$ cat config.mk
export PLATFORM = sky130hd
export DESIGN_NAME = fifo_uart_tx
export DESIGN_NICKNAME = d
export VERILOG_FILES = /design/src/rtl/uart_pkg.sv /design/src/rtl/uart_baud_cnt.sv /design/src/rtl/fifo_uart_tx.sv
export SDC_FILE = /design/constraint.sdc
export NUM_CORES = 1
export LEC_CHECK = 0
export ABC_AREA = 1
export BUFFER_PORTS_ARGS = -buffer_cell sky130_fd_sc_hd__clkbuf_2
export CORE_ASPECT_RATIO = 0.75
export CORE_MARGIN = 8
export CORE_UTILIZATION = 35
export CTS_CLUSTER_DIAMETER = 150
export CTS_CLUSTER_SIZE = 28
export DETAILED_ROUTE_END_ITERATION = 10
export GPL_ROUTABILITY_DRIVEN = 1
export SYNTH_ARGS = -nofsm -noshare
export SYNTH_HDL_FRONTEND = slang
export SYNTH_SLANG_ARGS = --single-unit
$ cat constraint.sdc
create_clock -name clk -period 3.2 [get_ports clk]
set_input_delay 0.64 -clock clk [delete_from_list [all_inputs] [get_ports clk]]
set_output_delay 0.64 -clock clk [all_outputs]
set_load 0.05 [all_outputs]
$ cat src/rtl/uart_pkg.sv
// Shared definitions for the FIFO-fed UART transmitter: state encoding,
// default bit timing, parity/stop constants and the parity helper.
package uart_pkg;

    // Default bit period: 100 MHz system clock at 115200 baud.
    localparam int DEFAULT_CLKS_PER_BIT = 868;

    // Parity selection values.
    localparam int PARITY_NONE = 0;
    localparam int PARITY_EVEN = 1;

    // Stop bit counts.
    localparam int STOP_ONE = 1;
    localparam int STOP_TWO = 2;

    // 3-bit state codes for the transmitter FSM.
    localparam logic [2:0] S_IDLE   = 3'd0;
    localparam logic [2:0] S_FETCH  = 3'd1;
    localparam logic [2:0] S_LOAD   = 3'd2;
    localparam logic [2:0] S_START  = 3'd3;
    localparam logic [2:0] S_DATA   = 3'd4;
    localparam logic [2:0] S_PARITY = 3'd5;
    localparam logic [2:0] S_STOP   = 3'd6;

    typedef enum logic [2:0] {
        ST_IDLE   = S_IDLE,
        ST_FETCH  = S_FETCH,
        ST_LOAD   = S_LOAD,
        ST_START  = S_START,
        ST_DATA   = S_DATA,
        ST_PARITY = S_PARITY,
        ST_STOP   = S_STOP
    } state_t;

    // Even parity: the appended bit makes the total count of ones even.
    function automatic logic even_parity(input logic [7:0] data);
        return ^data;
    endfunction

endpackage

$ cat src/rtl/uart_baud_cnt.sv
// Baud-rate counter: counts 0..CLKS_PER_BIT-1 while enabled and flags the
// last cycle of each bit period with bit_tick.
module uart_baud_cnt
    import uart_pkg::*;
#(
    parameter int CLKS_PER_BIT = DEFAULT_CLKS_PER_BIT
) (
    input  logic clk,
    input  logic rst,
    input  logic clear,
    input  logic en,
    output logic bit_tick
);

    localparam int CNT_W = (CLKS_PER_BIT > 1) ? $clog2(CLKS_PER_BIT) : 1;
    localparam logic [CNT_W-1:0] LAST = CNT_W'(CLKS_PER_BIT - 1);

    logic [CNT_W-1:0] cnt;

    // Free-running bit timer that wraps at the end of each bit and is held at zero when cleared.
    always_ff @(posedge clk) begin
        if (rst || clear) begin
            cnt <= '0;
        end else if (en) begin
            if (cnt == LAST) begin
                cnt <= '0;
            end else begin
                cnt <= cnt + 1'b1;
            end
        end
    end

    assign bit_tick = en && !clear && (cnt == LAST);

endmodule

$ cat src/rtl/fifo_uart_tx.sv
// Consumer side of the byte FIFO: pops one byte at a time and serialises it
// as an 8N1 / 8E1 / 8N2 / 8E2 UART frame on tx. The FIFO read data arrives one
// cycle after the pop, so a LOAD state sits between FETCH and START.
module fifo_uart_tx
    import uart_pkg::*;
#(
    parameter int CLKS_PER_BIT = DEFAULT_CLKS_PER_BIT,
    parameter int PARITY_EN    = PARITY_NONE,
    parameter int STOP_BITS    = STOP_ONE
) (
    input  logic       clk,
    input  logic       rst,
    input  logic       enable,
    input  logic       fifo_empty,
    output logic       fifo_rd_en,
    input  logic [7:0] fifo_data,
    output logic       tx,
    output logic       busy,
    output logic       tx_done
);

    // Value of the stop counter during the final stop bit.
    localparam logic STOP_LAST = (STOP_BITS == STOP_TWO);

    state_t     state;
    state_t     next_state;
    logic [7:0] shift;
    logic [7:0] shift_next;
    logic       parity_bit;
    logic       parity_next;
    logic [2:0] bit_idx;
    logic [2:0] bit_idx_next;
    logic       stop_cnt;
    logic       stop_cnt_next;
    logic       tx_next;
    logic       baud_en;
    logic       bit_tick;

    // Bit timing only runs while a frame is on the wire; it restarts from zero on every START.
    assign baud_en = (state == ST_START) || (state == ST_DATA) ||
                     (state == ST_PARITY) || (state == ST_STOP);

    uart_baud_cnt #(
        .CLKS_PER_BIT(CLKS_PER_BIT)
    ) u_baud (
        .clk      (clk),
        .rst      (rst),
        .clear    (!baud_en),
        .en       (baud_en),
        .bit_tick (bit_tick)
    );

    // State, shifter, counters and the registered line output.
    always_ff @(posedge clk) begin
        if (rst) begin
            state      <= ST_IDLE;
            shift      <= '0;
            parity_bit <= 1'b0;
            bit_idx    <= '0;
            stop_cnt   <= 1'b0;
            tx         <= 1'b1;
        end else begin
            state      <= next_state;
            shift      <= shift_next;
            parity_bit <= parity_next;
            bit_idx    <= bit_idx_next;
            stop_cnt   <= stop_cnt_next;
            tx         <= tx_next;
        end
    end

    // Next-state logic, datapath updates and the FIFO pop / frame-done strobes.
    always_comb begin
        next_state    = state;
        shift_next    = shift;
        parity_next   = parity_bit;
        bit_idx_next  = bit_idx;
        stop_cnt_next = stop_cnt;
        fifo_rd_en    = 1'b0;
        tx_done       = 1'b0;

        case (state)
            ST_IDLE: begin
                if (enable && !fifo_empty) begin
                    next_state = ST_FETCH;
                end
            end
            ST_FETCH: begin
                fifo_rd_en = 1'b1;
                next_state = ST_LOAD;
            end
            ST_LOAD: begin
                shift_next    = fifo_data;
                parity_next   = even_parity(fifo_data);
                bit_idx_next  = '0;
                stop_cnt_next = 1'b0;
                next_state    = ST_START;
            end
            ST_START: begin
                if (bit_tick) begin
                    next_state = ST_DATA;
                end
            end
            ST_DATA: begin
                if (bit_tick) begin
                    shift_next   = {1'b0, shift[7:1]};
                    bit_idx_next = bit_idx + 3'd1;
                    if (bit_idx == 3'd7) begin
                        next_state = (PARITY_EN == PARITY_EVEN) ? ST_PARITY : ST_STOP;
                    end
                end
            end
            ST_PARITY: begin
                if (bit_tick) begin
                    next_state = ST_STOP;
                end
            end
            ST_STOP: begin
                if (bit_tick) begin
                    if (stop_cnt == STOP_LAST) begin
                        tx_done    = 1'b1;
                        next_state = (enable && !fifo_empty) ? ST_FETCH : ST_IDLE;
                    end else begin
                        stop_cnt_next = 1'b1;
                    end
                end
            end
            default: begin
                next_state = ST_IDLE;
            end
        endcase
    end

    // Line level for the state being entered, so tx is registered yet aligned with the state.
    always_comb begin
        tx_next = 1'b1;
        case (next_state)
            ST_START:  tx_next = 1'b0;
            ST_DATA:   tx_next = shift_next[0];
            ST_PARITY: tx_next = parity_next;
            default:   tx_next = 1'b1;
        endcase
    end

    assign busy = (state != ST_IDLE);

endmodule

# Word-level counts from Yosys, hierarchy flattened
# Index checks and enable logic that the tools add are counted.
totals:
  latch_bits: 0
  mem_bits_ro: 0
  mem_bits_rw: 0
  regBits: 27
  input_bits: 12
  wordCells: 61
  mem_count: 0
op_classes:
  div: 0
  add_sub_neg: 2
  bitwise_logic: 0
  n_shift: 0
  mul: 0
  n_reduce_logical: 15
  n_mux: 23
  magnitude_cmp: 0
  n_eq_ne: 13
op_table:
  columns: ["cell", "n"]
  rows:
  - ["2-to-1 mux 3 bit", 8]
  - ["case mux 3 bit (7 select lines)", 1]
  - ["== test 3 bit (second input constant)", 6]
  - ["case mux 8 bit (2 select lines)", 1]
  - ["adder 10 x 1 -> 10 bit (second input constant)", 1]
  - ["== test 10 bit (second input constant)", 1]
  - ["2-to-1 mux 10 bit", 1]
  - ["== test 3 x 2 -> 1 bit (second input constant)", 3]
  - ["2-to-1 mux 1 bit", 8]
  - ["2-to-1 mux 8 bit", 1]
  - ["XOR reduction 8 bit", 1]
  - ["case mux 3 bit (2 select lines)", 1]
  - ["logical OR 1 bit", 4]
  - ["inequality test 2 bit (second input constant)", 2]
  - ["AND reduction 2 bit", 2]
  - ["nonzero test 2 bit", 2]
  - ["adder 3 x 1 -> 3 bit (second input constant)", 1]
  - ["== test 3 x 1 -> 1 bit (second input constant)", 1]
  - ["zero test 3 bit", 1]
  - ["case mux 1 bit (3 select lines)", 1]
  - ["nonzero test 3 bit", 1]
  - ["logical AND 1 bit", 2]
  - ["zero test 1 bit", 2]
  - ["case mux 1 bit (2 select lines)", 1]

# Depth between registers and ports, before layout
depth:
  ltp_word: 9
  depth_mapped: 12
  mapped_depth_nobuf: 12

# Hierarchy
# A second synthesis with hierarchy kept.
hier_totals:
  hier_cells: 254
  area_unflattened_um2: 1595.3
by_module_without_submodules:
  columns: ["mod", "n_inst", "area_per_inst_um2", "cells_per_inst"]
  rows:
  - ["fifo_uart_tx", 1, 1078.5, 178]
  - ["uart_baud_cnt", 1, 516.7, 76]

# Worst setup path after synthesis
# OpenSTA, ideal clock, no wires.
synth_path:
  kind: "register to output"
  start: "register state[2]"
  end: "output port fifo_rd_en"
  path_stages_with_launch: 3
  arrival_ps: 1566
  setup_slack_ps: 994
  path_cell_list: "dfxtp_1 -> buf_4 -> nor3_1"
synth_between:
  elab_chain_cells: 2
synth_lines:
  columns: ["item", "line_no", "source"]
  rows:
  - ["from (decl)", "fifo_uart_tx.sv:25", "state_t state;"]
  - ["from (signal assigned)", "fifo_uart_tx.sv:63", "state <= next_state;"]
  - ["== test 3 x 1 -> 1 bit", "fifo_uart_tx.sv:82", "case (state)"]
  - ["2-to-1 mux 1 bit", "fifo_uart_tx.sv:82", null]
  - ["to (decl)", "fifo_uart_tx.sv:15", "output logic fifo_rd_en,"]
# No other way between the ends.

# Worst setup path in the final report
layout_path:
  start: "register u_baud.cnt[0]"
  end: "output port tx_done"
layout_between:
  elab_chain_cells: 4
layout_lines:
  columns: ["item", "line_no", "source"]
  rows:
  - ["from (decl)", "uart_baud_cnt.sv:18", "logic [CNT_W-1:0] cnt;"]
  - ["from (signal assigned)", "uart_baud_cnt.sv:28", "cnt <= cnt + 1'b1;"]
  - ["== test 10 bit", "uart_baud_cnt.sv:33", "assign bit_tick = en && !clear && (cnt == LAST);"]
  - ["logical AND 1 bit", "uart_baud_cnt.sv:33", null]
  - ["2-to-1 mux 1 bit", "fifo_uart_tx.sv:119", "if (bit_tick) begin"]
  - ["2-to-1 mux 1 bit", "fifo_uart_tx.sv:82", null]
  - ["to (decl)", "fifo_uart_tx.sv:19", "output logic tx_done"]
# No other way between the ends.

==> impl_metrics.toml <==
[synthesis]
ys_async_sr_fraction = 0
syn-num-nets = 273
synth_top_flop_cell = "dfxtp_1"
ys_seq_elements = 27
synth_cell_type_count = 33
syn-cell-area_um2 = 1670
yosysWarnings = 0
synth_edf_count = 0
ys_top_cells_by_area = "dfxtp_1, nand2_1, inv_1"
synthDominantCellAreaShare = 0.324
synth_cells = 258
yosysTopAreaCell = "dfxtp_1"
synth_seq_area_share = 0.324
synth.avg_cell_area_um2 = 6.47

[sta]
whs_ns = 0.447
slew_viol_final = 0
rsz0062_at_grt = "no"
fin_crit_ns = 2.33
post-route-period-util = 0.728
slew-limit-headroom = 0.779
setup_viol = 0
max_freq_mhz = 429
clock_skew_ns = 0.00696
tightest_slew_ns = 0.330
finalSetupTns_ns = 0
hold_viol = 0

[pwr]
leakage_nw = 0.913
ir_drop_mv = 0.253
power_density_nw_per_um2 = 384
p_total_w = 0.000708

[hold_path]
min-delay-start = "u_baud.cnt[0]$_SDFFE_PP0N_"
min_to = "u_baud.cnt[0]$_SDFFE_PP0N_"
hold_depth = 1
hold_class = "reg -> reg"

[route]
drcViolationCount = 0
m1WireLength_um = 1920
drt_iter0_markers = 52
wirelength_um = 3420
wl_met2_um = 1290
routed.top_layer = "met4"
post_drt_via_cell_ratio = 4.58
dr.pass1.iters = 4
vias = 1516
avgRoutedWirePerCell_um = 10.3
route.met3.wl_um = 166
antenna_left = 0

[setup_path]
crit_path_top_delay_cell = "dfxtp_1"
path_delay_family = "buffers and inverters"
r2r_slack_ns = 1.53
required_ns = 2.56
worstPathMaxFanout = 5
reg2reg_to = "tx$_SDFF_PP1_"
max_stage_delay_ns = 0.36
critPathBufInv = 3
critPathKind = "reg -> out"
r2r_start = "u_baud.cnt[0]$_SDFFE_PP0N_"
crit_path_end_kind = "output port"
path_common_cell = "inv_1"
startpoint_type = "register"
cp_data_arrival_time_ns = 1.69
cp_cell_sequence = "ha_1 > inv_1 > nor3_2 > nand4_1 > inv_1 > clkbuf_2"
r2r_cells = 12

[clock_tree]
cts_root_buf = "clkbuf_8"
insertion_delay_ns = 0.28
post_cts_buffers = 0
cts_tree = "yes"
clock-sinks = 27
h-tree-depth = 1
postCtsResizedCells = 0
cts.hold.buffers_added = 0
numCtsBuffers = 3
clk_pin_slew_worst_paths_ns = 0.09
cts_buffer_depth = 2

[place]
portBuffers = 15
gp_congestion = 0.832
dp_hpwl_um = 2720
dpl-instance-area_um2 = 1800

[floorplan]
fp-row-count = 21
die_area_um2 = 7260
die_y_um = 75.8
io_pins = 16
die_w_um = 95.7
start_util = 0.369
coreArea_um2 = 4520

[global_route]
grt_pass1_wl_um = 6080
antenna_found_initial = 0
grt_pass1_vias = 1364
grt_overflow = 0
track_usage = 0.106
grt_max_degree = 15

[cells_and_area]
drive_above_1_share = 0.175
utilization = 0.408
n_antenna_cell = 0
syn2layout_area_growth_pct = 10.5
final_nets = 290
final_area_um2 = 1840

[job]
cap_violations = 0

[outcome]
status = "finished clean"
cells in the mapped netlist (3+ instances only):
library cell  count
nand2_2           4
xor2_1            3
inv_2             7
nor2_2            7
nor3_1            3
ha_1              3
a21oi_1          15
nand4_1           5
nor2_1           23
inv_1            36
nor2_4            4
o21ai_0           4
nand3_1          10
dfxtp_1          27
nand2_1          81
o21ai_1           7
a31oi_1           3
report_power, final:
group	leakage (nW)	switching [W]	internal [W]
Combinational	0.672	0.0000966	0.0000487
Sequential	0.219	0.0000106	0.000354
Clock	0.0228	0.000109	0.0000894
worst max path at each step:
stage,from,end,cells after the start,slack (ns)
after detailed placement,u_baud.cnt[0]$_SDFFE_PP0N_,tx_done,6,1.16
after global placement,u_baud.cnt[0]$_SDFFE_PP0N_,tx_done,6,1.21
after global routing,u_baud.cnt[0]$_SDFFE_PP0N_,tx_done,6,0.70
after floorplan,state[2]$_SDFF_PP0_,fifo_rd_en,2,0.99
after CTS,u_baud.cnt[0]$_SDFFE_PP0N_,tx_done,6,0.85
final,u_baud.cnt[0]$_SDFFE_PP0N_,tx_done,6,0.87
layout by cell type, fill, tap and decap left out, types with 3 or more instances in the layout:
| master | instances |
|---|---|
| o21ai_1 | 7 |
| dfxtp_1 | 27 |
| nand2_1 | 81 |
| clkbuf_2 | 15 |
| nand3_1 | 10 |
| inv_2 | 7 |
| xor2_1 | 3 |
| nor2_4 | 4 |
| nand2_2 | 4 |
| inv_1 | 36 |
| nand4_1 | 5 |
| a31oi_1 | 3 |
| o21ai_0 | 4 |
| clkbuf_8 | 3 |
| ha_1 | 3 |
| nor2_1 | 23 |
| a21oi_1 | 15 |
| nor3_1 | 3 |
| nor2_2 | 7 |
stage by stage:
| step | setup slack, ns | std cells |
|---|---|---|
| 2_1_floorplan | 0.994 | 258 |
| 3_3_place_gp | 1.21 | 327 |
| 3_5_place_dp | 1.16 | 327 |
| 4_1_cts | 0.848 | 331 |
| 5_1_grt | 0.701 | 331 |
| 6_report | 0.870 | 331 |
flip-flops by register name (all words and copies together) (netlist names):
| name | cells |
|---|---|
| bit_idx | 3 |
| shift | 8 |
| stop_cnt | 1 |
| u_baud.cnt | 10 |
| tx | 1 |
| parity_bit | 1 |
| state | 3 |
layer usage:
layer | vias to the layer above | track usage
li1 | 837 | -
met1 | 652 | 0.148
met2 | 22 | 0.151
met3 | 5 | 0.0325
met4 | 0 | 0.0323
met5 | - | 0
kinds of logic after synthesis:
| logic type | synth area share |
|---|---|
| and+or+nand+nor | 0.421 |
| buffers and inverters | 0.109 |
| AOI/OAI and AO/OA | 0.108 |
| DFF | 0.324 |
| xor gates and xnor gates | 0.0157 |
| adders and majority gates | 0.0225 |
area by class of cell:
cell class	count	area, um^2
Clock buffer	4	45.0
Fill cell	488	2680
Inverter	44	165
Tap cell	57	71.3
Multi-Input combinational cell	184	947
Timing Repair Buffer	15	75.1
Sequential cell	27	541
worst register-to-register path: stages (launching register included):
cell and delay, ns:
dfxtp_1 0.36, ha_1 0.26, nand2_1 0.09, nor2_2 0.12, nand4_4 0.15, nand2_1 0.11, nand2_2 0.07, nor2_2 0.10
nand2_1 0.08, nand2_1 0.07, nand2_1 0.04, nand2_1 0.05, nand2_1 0.05
(Power assumes the default switching activity.)
